`src/rtl/m41_mux.sv`:
```
// 4-to-1 multiplexer with a combinational output and a registered shadow copy.
// The shadow side also registers the select and pulses sel_chg when it moves.
module m41_mux #(
   parameter int unsigned           WIDTH     = 1,
   parameter logic [WIDTH-1:0]      RESET_VAL = '0
) (
   input  logic             clk,
   input  logic             rst,
   input  logic [WIDTH-1:0] i0,
   input  logic [WIDTH-1:0] i1,
   input  logic [WIDTH-1:0] i2,
   input  logic [WIDTH-1:0] i3,
   input  logic [1:0]       S,
   input  logic             en,
   output logic [WIDTH-1:0] Y,
   output logic [WIDTH-1:0] Y_r,
   output logic [1:0]       sel_r,
   output logic             sel_chg
);

   logic [WIDTH-1:0] y_c;
   logic [WIDTH-1:0] y_r_d,     y_r_q;
   logic [1:0]       sel_r_d,   sel_r_q;
   logic             sel_chg_d, sel_chg_q;

   // Data select; an unknown select propagates X rather than holding a value.
   always_comb begin
      y_c = 'x;
      case (S)
         2'b00:   y_c = i0;
         2'b01:   y_c = i1;
         2'b10:   y_c = i2;
         2'b11:   y_c = i3;
         default: y_c = 'x;
      endcase
   end

   always_comb begin
      y_r_d     = y_r_q;
      sel_r_d   = S;
      sel_chg_d = (S != sel_r_q);
      if (en) begin
         y_r_d = y_c;
      end
   end

   always_ff @(posedge clk) begin
      if (rst) begin
         y_r_q     <= RESET_VAL;
         sel_r_q   <= 2'b00;
         sel_chg_q <= 1'b0;
      end else begin
         y_r_q     <= y_r_d;
         sel_r_q   <= sel_r_d;
         sel_chg_q <= sel_chg_d;
      end
   end

   assign Y       = y_c;
   assign Y_r     = y_r_q;
   assign sel_r   = sel_r_q;
   assign sel_chg = sel_chg_q;

endmodule

```
`config.mk`:
```
export PLATFORM = sky130hd
export DESIGN_NAME = m41_mux
export DESIGN_NICKNAME = d
export VERILOG_FILES = /design/src/rtl/m41_mux.sv
export SDC_FILE = /design/constraint.sdc
export NUM_CORES = 1
export LEC_CHECK = 0
export BUFFER_PORTS_ARGS = -buffer_cell sky130_fd_sc_hd__buf_2
export CAP_MARGIN = 20
export CORE_AREA = 3 3 40 42
export CTS_CLUSTER_DIAMETER = 100
export DETAILED_ROUTE_END_ITERATION = 8
export DIE_AREA = 0 0 43 45
export PLACE_DENSITY = 0.34
export SLEW_MARGIN = 10
export SYNTH_ARGS = -nofsm -noshare
export SYNTH_HDL_FRONTEND = slang
export SYNTH_SLANG_ARGS = --single-unit
```
`constraint.sdc`:
```
create_clock -name clk -period 1.1 [get_ports clk]
set_clock_uncertainty 0.2 [all_clocks]
set_input_delay 0.165 -clock clk [delete_from_list [all_inputs] [get_ports clk]]
set_output_delay 0.165 -clock clk [all_outputs]
set_load 0.05 [all_outputs]
```
==> results.md <==
- Compound-Gate Fraction of Synth Area: 0.0769
- Antenna cells: 0
- Syn Nets: 25
- CTS Buf Count: 3
- Cell depth of the worst hold path: 3
- Final Cycle Share: 1.04
- Worst Setup Slack, final: -40.8 ps
- Synth cell count leaders: 4 x dfxtp_1, 3 x mux2i_1, 2 x nor2b_1, 2 x xnor2_1
- Sw Pwr: 0.162 mW
- Tot GR Track Use: 0.0634
- Sequential share of power: 0.295
- Initial antenna violation count: 0
- RSZ-0062 raised after global routing: true
- Max VDD drop: between 0.0003 and 0.0004 V
- Max-slew headroom: 0.877
- R2R cell count: 2
- EDFF count, synth: 0
- GPL Wtd Cong: 0.651
- CP Class: primary input to output pin
- Row cnt: 13
- Cell family with most CP delay: multiplexers
- Die H: around 45 um
- Hold path startpoint: rst
- Core ar.: ~0.0013 mm2
- Setup-failing EPs final: 1
- Grt ovf: 0
- Clk pin slew, worst setup/hold paths: 50 ps
- Fill cell count: 135
- FF/Latch Area: about 86 um2
- Design Area, Final: between 400 and 500 um2
- Crit path max fanout: 3
- Failing checks: negative setup slack
- First-pass GRT wire length: about 840 um
- WL final: a little under 500 um
- YS warnings: 0
- Internal Power: approximately 0.4 mW
- Port buffer count: 13
- Post-cts hold buffer count: 0
- Starting DRT DRC Count: 0
- # clock sinks: 4
- Area Overhead vs Synth: 153%
- Synth area leaders: dfxtp_1 45%, mux2i_1 17%, xnor2_1 9.8%
- Die width: 43 um
- Tmin final: 1140 ps
- I/O pin cnt: 14
- CTS tree: done
- Total vias in the final route: roughly 210
- Most common flop cell mapped by yosys: dfxtp_1
- HPWL Detailed: about 400 um
- Vias per std cell: 3.77
- Nets: between 50 and 60
- Top cell type's share of synthesized area: 0.448
- Share of cells above drive strength 1: 0.756
- Initial Util: 0.139
- Reg-to-Reg End: Y_r
- CP most frequent cell: mux2i_4
- Worst-Margin Slew: 180 ps
- Fin. max-slew vios: 0
- Reg2reg setup slack: around 40 ps
- Area of the multi-input gates: ~140 um2
- Synth cell types: 9
- Sw Share: 0.292
- WP buf/inv: 2
- Avg Cell Area, Syn: around 11 um2
- H-tree depth: 1
- Drt drc: 0
- Combinational Power Share: 0.340
- Most numerous cell in the Yosys netlist: dfxtp_1
- Routed WL per cell: ~8.6 um
- Die area: approximately 0.0019 mm2
- Synth Area in XOR/XNOR: 0.0979
- Hold Path Sink: sel_r[0]
- Status: finished with violations
- Worst endpoint required time: between 700 and 800 ps
- WP data arrival: between 700 and 800 ps
- Skew-Pair Late Insertion Delay: 240 ps
- Worst Hold Slack: roughly 17 ps
- Simple-gate share of the synthesized area: 0.210
- Routed Antenna Nets: 0
- Setup crit end kind: output pin
- Seq/Total Area, Yosys: 0.448
- Max Fclk: between 0.8 and 0.9 GHz
- Dpl cell area: 322 um2
- Crit path cell chain: buf_12 -> mux2i_4 -> mux2i_4 -> buf_6
- Proportion of synthesized area in mux cells: 0.168
- Seq cells post-synth: 4
- Endpoints failing hold: 0
- LEAKAGE: around 0.19 nW
- Max cap viols: 0
- Largest net degree at the start of global routing: 5
- Pwr per Cell Area: about 1200 mW/mm2
- Clock network fraction of design power: 0.365
- CP max stage delay: around 180 ps
- Post-Syn Instances: 16
- FFs w/ async S/R, synth: 0
- CP max stage cell: mux2i_4
- 1st-pass router iterations: 1
- CTS max path bufs: 2
- Mapped cell area: roughly 180 um2
- CTS Root Cell: clkbuf_4
- Critical Path Source Type: primary input
- Hold WC Path Type: primary input to flip-flop
- Vias in the first global route: approximately 230
- Largest family of logic cells by synthesized area: simple AND/OR/NAND/NOR gates
- Synth area leader: dfxtp_1
- FF-to-FF Start: Y_r
- Synth Area in Adders: 0
-- state kept, by name, summed over array words and instances, names as in the netlist --
register and cells:
sel_r 2, sel_chg 1, Y_r 1
-- worst register-to-register path, stage by stage (launching register included) --
cell and delay [ps]:
dfxtp_4 340, or3b_4 360, o221ai_1 70
-- layout make-up --
cell class              count  share of cell area
repair buffers             21               0.403
multi-input cells          12               0.307
flip-flops and latches      4               0.191
clock buffers               4              0.0580
well taps                  15              0.0414
-- cell families (layout without fill, tap and decap cells) --
family,Yosys count,count (layout)
flops,4,4
buf+inv,0,25
mux,3,3
simple gates,5,5
compound gates,2,2
xor+xnor,2,2
-- how the worst max path moves through the flow --
| stage | start | endpoint | slack [ps] | cells after the start |
|---|---|---|---|---|
| floorplan | Y_r | Y_r | -50 | 2 |
| global placement | S[0] | Y | -200 | 4 |
| detailed placement | S[0] | Y | -200 | 4 |
| CTS | S[0] | Y | -50 | 4 |
| global route | S[0] | Y | -60 | 4 |
| finish | S[0] | Y | -40 | 4 |
-- metrics by stage --
stage	setup WS (ps)	setup TNS (ps)	util	power, mW	std cells
CTS	-45.6	-45.6	0.337	0.560	55
global route	-63.4	-88.6	0.352	0.591	56
floorplan	-46.8	-46.8	-	0.246	16
global placement	-203	-336	0.250	0.299	49
finish	-40.8	-40.8	0.352	0.553	56
detailed placement	-202	-324	0.250	0.300	49
-- cell usage in the layout (no fill, tap or decap), types with 2 or more instances in the layout --
master / count
buf_4: 8
dfxtp_2: 2
buf_6: 2
nor2b_1: 2
buf_2: 7
buf_8: 3
mux2i_4: 3
xnor2_1: 2
clkbuf_4: 3
-- timing repair --
action                                  4_1_cts  5_1_grt
resized for setup                            18        3
hold endpoints to repair                      0        0
pin swaps                                     0        0
endpoints found under the setup margin        5        5
buffers inserted                              2        1
-- power by group through the flow --
stage / clock network [mW] / registers, mW / logic [mW]
after global placement: 0 / 0.162 / 0.137
after floorplan: 0 / 0.200 / 0.0467
after detailed placement: 0 / 0.163 / 0.137
after global routing: 0.227 / 0.164 / 0.200
final: 0.202 / 0.163 / 0.188
after CTS: 0.215 / 0.163 / 0.182
-- metal layers --
layer  global-route usage  wire length (um)  part of all wire  vias to the layer above
li1                     -                 -                 -                      108
met1               0.0605               187              0.39                       96
met2               0.0928               245              0.51                        7
met3               0.0319                48              0.10                        0
met4               0.0723                 0                 0                        0
met5                    0                 0                 0                        -
Note: power is estimated with default switching activity, not from simulation.
